[src/rtl/ramb4_s1_s2_fifo_ctrl_if.sv]
// Host-side handshake bundle for the 1-bit-in / 2-bit-out FIFO controller.
// master = producer/consumer side, slave = controller side.
//
// Signals:
//   WR_EN, WR_DATA : one-bit write request and data (master -> slave)
//   RD_REQ         : request for one 2-bit symbol (master -> slave)
//   RD_DATA        : symbol read back, first-written bit in [0] (slave -> master)
//   RD_VALID       : RD_DATA carries an accepted read (slave -> master)
interface ramb4_s1_s2_fifo_ctrl_if;
    logic       WR_EN;
    logic       WR_DATA;
    logic       RD_REQ;
    logic [1:0] RD_DATA;
    logic       RD_VALID;

    modport master (
        output WR_EN,
        output WR_DATA,
        output RD_REQ,
        input  RD_DATA,
        input  RD_VALID
    );

    modport slave (
        input  WR_EN,
        input  WR_DATA,
        input  RD_REQ,
        output RD_DATA,
        output RD_VALID
    );
endinterface

[src/rtl/ramb4_s1_s2_fifo_ctrl.sv]
// FIFO controller that sequences one X_RAMB4_S1_S2 block RAM as a serial
// 1-bit write / 2-bit read width-converting buffer (4096 bits deep).
//
// Ports:
//   CLK, RST   : clock (also RAM CLKA/CLKB), synchronous active-high reset
//   FLUSH      : synchronous clear of pointers, level and sticky flags
//   host       : WR_EN/WR_DATA/RD_REQ in, RD_DATA/RD_VALID out
//   FULL, EMPTY, ALMOST_FULL, ALMOST_EMPTY : occupancy flags from LEVEL
//   OVERFLOW, UNDERFLOW : sticky error flags
//   LEVEL      : occupancy in bits, 0..4096
//   ADDRA, DIA, ENA, WEA, RSTA : RAM port A (serial write side)
//   ADDRB, ENB, WEB, RSTB, DOB : RAM port B (pair-wise read side)
module ramb4_s1_s2_fifo_ctrl #(
    parameter int AFULL_THRESH  = 4032,
    parameter int AEMPTY_THRESH = 2
) (
    input  logic                         CLK,
    input  logic                         RST,
    input  logic                         FLUSH,
    ramb4_s1_s2_fifo_ctrl_if.slave       host,
    output logic                         FULL,
    output logic                         EMPTY,
    output logic                         ALMOST_FULL,
    output logic                         ALMOST_EMPTY,
    output logic                         OVERFLOW,
    output logic                         UNDERFLOW,
    output logic [12:0]                  LEVEL,
    output logic [11:0]                  ADDRA,
    output logic                         DIA,
    output logic                         ENA,
    output logic                         WEA,
    output logic                         RSTA,
    output logic [10:0]                  ADDRB,
    output logic                         ENB,
    output logic                         WEB,
    output logic                         RSTB,
    input  logic [1:0]                   DOB
);

    localparam logic [12:0] DEPTH    = 13'd4096;
    localparam logic [12:0] AF_LEVEL = 13'(AFULL_THRESH);
    localparam logic [12:0] AE_LEVEL = 13'(AEMPTY_THRESH);

    logic [11:0] wptr;
    logic [10:0] rptr;
    logic [12:0] level_q;
    logic        rd_valid_q;
    logic        ovf_q;
    logic        unf_q;

    logic        clr;
    logic        readable;
    logic        wr_ok;
    logic        rd_ok;
    logic [12:0] level_nxt;

    // RST and FLUSH give the same controller state; only RSTB differs.
    assign clr = RST | FLUSH;

    // A lone trailing bit is never read: a symbol needs two committed bits.
    assign readable = |level_q[12:1];

    assign FULL  = (level_q == DEPTH);
    assign EMPTY = (level_q == 13'd0);

    assign ALMOST_FULL  = (level_q >= AF_LEVEL);
    assign ALMOST_EMPTY = (level_q <= AE_LEVEL);

    assign wr_ok = host.WR_EN  & ~FULL     & ~clr;
    assign rd_ok = host.RD_REQ & readable  & ~clr;

    // Concurrent read+write nets -1; the read was checked against the
    // pre-write level, so it never touches a bit written this cycle.
    assign level_nxt = level_q
                     + {12'd0, wr_ok}
                     - {11'd0, rd_ok, 1'b0};

    // Port A: serial write side.
    assign ADDRA = wptr;
    assign DIA   = host.WR_DATA;
    assign ENA   = wr_ok;
    assign WEA   = wr_ok;
    assign RSTA  = 1'b0;

    // Port B: read-only pair side; enabling it during RST clears DOB.
    assign ADDRB = rptr;
    assign WEB   = 1'b0;
    assign ENB   = rd_ok | RST;
    assign RSTB  = RST;

    assign host.RD_DATA  = DOB;
    assign host.RD_VALID = rd_valid_q;

    assign LEVEL     = level_q;
    assign OVERFLOW  = ovf_q;
    assign UNDERFLOW = unf_q;

    always_ff @(posedge CLK) begin
        if (clr) begin
            wptr       <= '0;
            rptr       <= '0;
            level_q    <= '0;
            rd_valid_q <= 1'b0;
            ovf_q      <= 1'b0;
            unf_q      <= 1'b0;
        end else begin
            if (wr_ok) begin
                wptr <= wptr + 12'd1;
            end
            if (rd_ok) begin
                rptr <= rptr + 11'd1;
            end
            level_q    <= level_nxt;
            rd_valid_q <= rd_ok;
            ovf_q      <= ovf_q | (host.WR_EN & FULL);
            unf_q      <= unf_q | (host.RD_REQ & ~readable);
        end
    end

    // The write pointer always sits LEVEL bits past the read pair address.
    a_ptr_invariant : assert property (
        @(posedge CLK) disable iff (RST)
        wptr == ({rptr, 1'b0} + level_q[11:0])
    );

endmodule

[src/flat_wrapper.sv]
// flat-port wrapper written by rule: the top's interface ports become plain ports
module ramb4_s1_s2_fifo_ctrl_flat 
#(
    parameter int AFULL_THRESH  = 4032,
    parameter int AEMPTY_THRESH = 2
)
  (CLK, RST, FLUSH, FULL, EMPTY, ALMOST_FULL, ALMOST_EMPTY, OVERFLOW, UNDERFLOW, LEVEL, ADDRA, DIA, ENA, WEA, RSTA, ADDRB, ENB, WEB, RSTB, DOB, host_WR_EN, host_WR_DATA, host_RD_REQ, host_RD_DATA, host_RD_VALID);
  ramb4_s1_s2_fifo_ctrl_if host_i ();
  input  logic CLK;
  input  logic RST;
  input  logic FLUSH;
  output logic FULL;
  output logic EMPTY;
  output logic ALMOST_FULL;
  output logic ALMOST_EMPTY;
  output logic OVERFLOW;
  output logic UNDERFLOW;
  output logic [12:0] LEVEL;
  output logic [11:0] ADDRA;
  output logic DIA;
  output logic ENA;
  output logic WEA;
  output logic RSTA;
  output logic [10:0] ADDRB;
  output logic ENB;
  output logic WEB;
  output logic RSTB;
  input  logic [1:0] DOB;
  input wire logic [$bits(host_i.WR_EN)-1:0] host_WR_EN;
  input wire logic [$bits(host_i.WR_DATA)-1:0] host_WR_DATA;
  input wire logic [$bits(host_i.RD_REQ)-1:0] host_RD_REQ;
  output wire logic [$bits(host_i.RD_DATA)-1:0] host_RD_DATA;
  output wire logic [$bits(host_i.RD_VALID)-1:0] host_RD_VALID;
  assign host_i.WR_EN = host_WR_EN;
  assign host_i.WR_DATA = host_WR_DATA;
  assign host_i.RD_REQ = host_RD_REQ;
  assign host_RD_DATA = host_i.RD_DATA;
  assign host_RD_VALID = host_i.RD_VALID;
  ramb4_s1_s2_fifo_ctrl #(.AFULL_THRESH(AFULL_THRESH), .AEMPTY_THRESH(AEMPTY_THRESH)) u_core (.CLK(CLK), .RST(RST), .FLUSH(FLUSH), .host(host_i), .FULL(FULL), .EMPTY(EMPTY), .ALMOST_FULL(ALMOST_FULL), .ALMOST_EMPTY(ALMOST_EMPTY), .OVERFLOW(OVERFLOW), .UNDERFLOW(UNDERFLOW), .LEVEL(LEVEL), .ADDRA(ADDRA), .DIA(DIA), .ENA(ENA), .WEA(WEA), .RSTA(RSTA), .ADDRB(ADDRB), .ENB(ENB), .WEB(WEB), .RSTB(RSTB), .DOB(DOB));
endmodule
[config.mk]
export PLATFORM = sky130hd
export DESIGN_NAME = ramb4_s1_s2_fifo_ctrl_flat
export DESIGN_NICKNAME = d
export VERILOG_FILES = /design/src/rtl/ramb4_s1_s2_fifo_ctrl_if.sv /design/src/rtl/ramb4_s1_s2_fifo_ctrl.sv /design/src/flat_wrapper.sv
export SDC_FILE = /design/constraint.sdc
export NUM_CORES = 1
export LEC_CHECK = 0
export ABC_AREA = 1
export ABC_CLOCK_PERIOD_IN_PS = 2250
export CORE_ASPECT_RATIO = 0.7
export CORE_MARGIN = 2
export CORE_UTILIZATION = 48
export CTS_BUF_LIST = sky130_fd_sc_hd__clkbuf_8
export CTS_CLUSTER_SIZE = 30
export DETAILED_ROUTE_END_ITERATION = 12
export PLACE_DENSITY = 0.82
export SLEW_MARGIN = 20
export SYNTH_ARGS = -nofsm -noshare
export SYNTH_HDL_FRONTEND = slang
export SYNTH_SLANG_ARGS = --single-unit
[constraint.sdc]
create_clock -name CLK -period 2.25 [get_ports CLK]
set_input_delay 0.3375 -clock CLK [delete_from_list [all_inputs] [get_ports CLK]]
set_output_delay 0.3375 -clock CLK [all_outputs]
set_load 0.02 [all_outputs]
==> impl_metrics.env <==
export IMPL_status="finished with violations"
export IMPL_violations="setup timing"
export IMPL_hold_class="reg -> reg"
export IMPL_antenna_found_initial=0
export IMPL_grt_pass1_vias=2699
export IMPL_fp_dieW_um=95.9
export IMPL_final_cell_mix="nand2_1 (107), inv_1 (55), nor2_1 (54)"
export IMPL_gp_congestion=0.938
export IMPL_dpl_cell_count=569
export IMPL_clock_fmax_mhz=441
export IMPL_timing_reg2reg_setup_slack_ns=-0.02
export IMPL_diodes=0
export IMPL_via_per_inst=5.23
export IMPL_grt_overflow_total=0
export IMPL_ir_worst_vdd_mv=0.551
export IMPL_grt_pass1_wl_um=12200
export IMPL_start_util=0.496
export IMPL_grtUsageMet1=0.339
export IMPL_fin_tns_setup_ns=-0.0167
export IMPL_cp_max_fo=5
export IMPL_layout_commonest_cell="nand2_1"
export IMPL_period_share=1.01
export IMPL_grt_max_degree=18
export IMPL_final_core_util=0.693
export IMPL_cts_tree="yes"
export IMPL_rows=23
export IMPL_syn_area_per_cell_sq_um=6.54
export IMPL_cts_hold_buffers=0
export IMPL_drc=0
export IMPL_min_period_ns=2.27
export IMPL_cts_inserted_buffers=5
export IMPL_min_to="u_core.OVERFLOW$_SDFF_PP0_"
export IMPL_p_per_area_nw_per_um2=1100
export IMPL_fp_dieH_um=68.3
export IMPL_start_kind="register"
export IMPL_cts_root_buf="clkbuf_8"
export IMPL_dpl_worst_slack_ns=-0.179
export IMPL_num_vias=3079
export IMPL_endpoint_kind="register"
export IMPL_firstDrtPassIters=5
export IMPL_grt_util_met3=0.0562
export IMPL_track_usage=0.241
export IMPL_cts_sinks=39
export IMPL_setup_slack_ns=-0.0167
export IMPL_fill_cells=475
export IMPL_hpwlAfterDp_um=5920
export IMPL_layout_nets=555
export IMPL_drive_gt1_frac=0.222
export IMPL_htreeDepth=2
export IMPL_syn_cell_area_sq_um=2840
export IMPL_timing_hold_ws_ns=0.457
export IMPL_ys_ff_latch=39
export IMPL_min_from="u_core.OVERFLOW$_SDFF_PP0_"
export IMPL_r2r_cells=16
export IMPL_cellLeakagePower_uw=0.00170
export IMPL_ys_seq_area_frac=0.275
export IMPL_cp_data_required_time_ns=2.44
export IMPL_setup_viol=1
export IMPL_clockBufferDepth=2
export IMPL_cts_clk_slew_worst_paths_ns=0.08
export IMPL_drt_wirelength_per_cell_um=13.8
export IMPL_path_class="reg -> reg"
export IMPL_multi_input_area_sq_um=1920
export IMPL_wl_um=8150
export IMPL_drv_slew=0
export IMPL_r2r_start="u_core.LEVEL[7]$_SDFF_PP0_"
export IMPL_die_area_sq_um=6550
export IMPL_pin_count=60
export IMPL_area_growth_pct=39.8
export IMPL_gr_max_usage_layer="met2"
export IMPL_finalHoldViolCount=0
export IMPL_syn_inst=434
export IMPL_grtUsageMet2=0.376
export IMPL_finalClockSkew_ns=0.00873
export IMPL_fin_cells=589
export IMPL_design_core_area_sq_um=5730
export IMPL_r2r_end="u_core.LEVEL[10]$_SDFF_PP0_"
export IMPL_postRouteAntennaNets=0
export IMPL_grt_setup_unrepaired="yes"
export IMPL_regArea_sq_um=820
export IMPL_cp_data_arrival_time_ns=2.46
export IMPL_ys_types=32
export IMPL_whs_path_depth=2
export IMPL_max_cap_viol_count=0
export IMPL_portBuffers=51
export IMPL_worstSkewPairLatency_ns=0.30
export IMPL_ys_warn_count=0
export IMPL_initialDrtViolationCount=226
-- metal layers --
layer  up-vias  routed length [um]
met2       126                3610
met4         0                 103
met3        14                 668
met5         -                   0
met1      1423                3770
li1       1516                   -
-- how the worst max path moves through the flow --
| stage | start | to | slack (ns) |
|---|---|---|---|
| final | u_core.LEVEL[7]$_SDFF_PP0_ | u_core.LEVEL[10]$_SDFF_PP0_ | -0.02 |
| after detailed placement | RST | u_core.LEVEL[9]$_SDFF_PP0_ | -0.18 |
| after CTS | u_core.LEVEL[4]$_SDFF_PP0_ | ENB | -0.03 |
| after global placement | host_RD_REQ | u_core.LEVEL[7]$_SDFF_PP0_ | -0.1 |
| after floorplan | u_core.LEVEL[3]$_SDFF_PP0_ | u_core.LEVEL[10]$_SDFF_PP0_ | 0.0009 |
| after global routing | u_core.LEVEL[7]$_SDFF_PP0_ | u_core.LEVEL[9]$_SDFF_PP0_ | -0.09 |
-- final cells by class --
class                           instances  area share
Multi-Input combinational cell        313       0.485
Sequential cell                        39       0.207
Inverter                               71      0.0748
Timing Repair Buffer                   84       0.188
Clock inverter                          1     0.00126
Tap cell                               75      0.0237
Clock buffer                            6      0.0208
-- through the flow --
step           total power (uW)  area, sq um
2_1_floorplan              2580         2930
3_3_place_gp               3220         3600
3_5_place_dp               3310         3600
4_1_cts                    3770         3700
5_1_grt                    4650         3970
6_report                   4360         3970
-- worst max-delay path, cell delays in order, from the launching register on --
cell and delay, ns:
dfxtp_4 0.41, inv_6 0.06, ha_4 0.16, nand2_4 0.07, nor2_4 0.05, a21oi_4 0.16
nand2_2 0.10, ha_4 0.19, ha_4 0.29, buf_4 0.12, nand2_1 0.06, nand2_1 0.08
nand3_2 0.07, nand2_2 0.09, nand2_2 0.06, a21oi_2 0.12, nor2_1 0.05
-- kinds of logic after synthesis --
logic type,after synthesis,synth area share
AOI/OAI and AO/OA,48,0.0948
buffers and inverters,83,0.123
and+or+nand+nor,225,0.345
adders and majority gates,33,0.146
DFF,39,0.275
xor gates and xnor gates,5,0.0154
other,1,0.00132
-- what timing repair did --
action / 4_1_cts / 5_1_grt
pin swaps: 0 / 22
setup endpoints to repair: 10 / 16
gates resized for setup: 8 / 48
buffers inserted: 0 / 13
-- synth_stat cells --
| library cell | number | share of area |
|---|---|---|
| a21oi_1 | 28 | 0.049 |
| a21oi_4 | 1 | 0.0057 |
| a31oi_1 | 1 | 0.0022 |
| buf_1 | 1 | 0.0013 |
| buf_2 | 3 | 0.0053 |
| buf_4 | 7 | 0.019 |
| buf_6 | 1 | 0.0040 |
| conb_1 | 1 | 0.0013 |
| dfxtp_1 | 39 | 0.28 |
| ha_1 | 33 | 0.15 |
| inv_1 | 69 | 0.091 |
| inv_2 | 2 | 0.0026 |
| nand2_1 | 116 | 0.15 |
| nand2_2 | 3 | 0.0066 |
| nand2_4 | 1 | 0.0040 |
| nand3_1 | 23 | 0.041 |
| nand3_2 | 3 | 0.011 |
| nand4_1 | 9 | 0.020 |
| nor2_1 | 56 | 0.074 |
| nor2_2 | 5 | 0.011 |
| nor2_4 | 2 | 0.0079 |
| nor3_1 | 5 | 0.0088 |
| nor3_4 | 1 | 0.0057 |
| o21a_1 | 1 | 0.0026 |
| o21ai_0 | 10 | 0.018 |
| o21ai_1 | 2 | 0.0035 |
| o21bai_1 | 3 | 0.0079 |
| o311ai_0 | 1 | 0.0031 |
| o31ai_1 | 1 | 0.0026 |
| or2_1 | 1 | 0.0022 |
| xnor2_1 | 1 | 0.0031 |
| xor2_1 | 4 | 0.012 |
-- flip-flops by register name, summed over array words and instances, names as in the netlist --
name / cells
u_core.ADDRA: 12
u_core.ADDRB: 11
u_core.LEVEL: 13
u_core.OVERFLOW: 1
u_core.UNDERFLOW: 1
u_core.host.RD_VALID: 1
-- report_power, final --
| part | total [uW] | internal (uW) | switching [uW] |
|---|---|---|---|
| combinational | 2950 | 1200 | 1740 |
| clock | 505 | 241 | 264 |
| sequential | 906 | 800 | 106 |
Note: power is estimated with default switching activity, not from simulation.
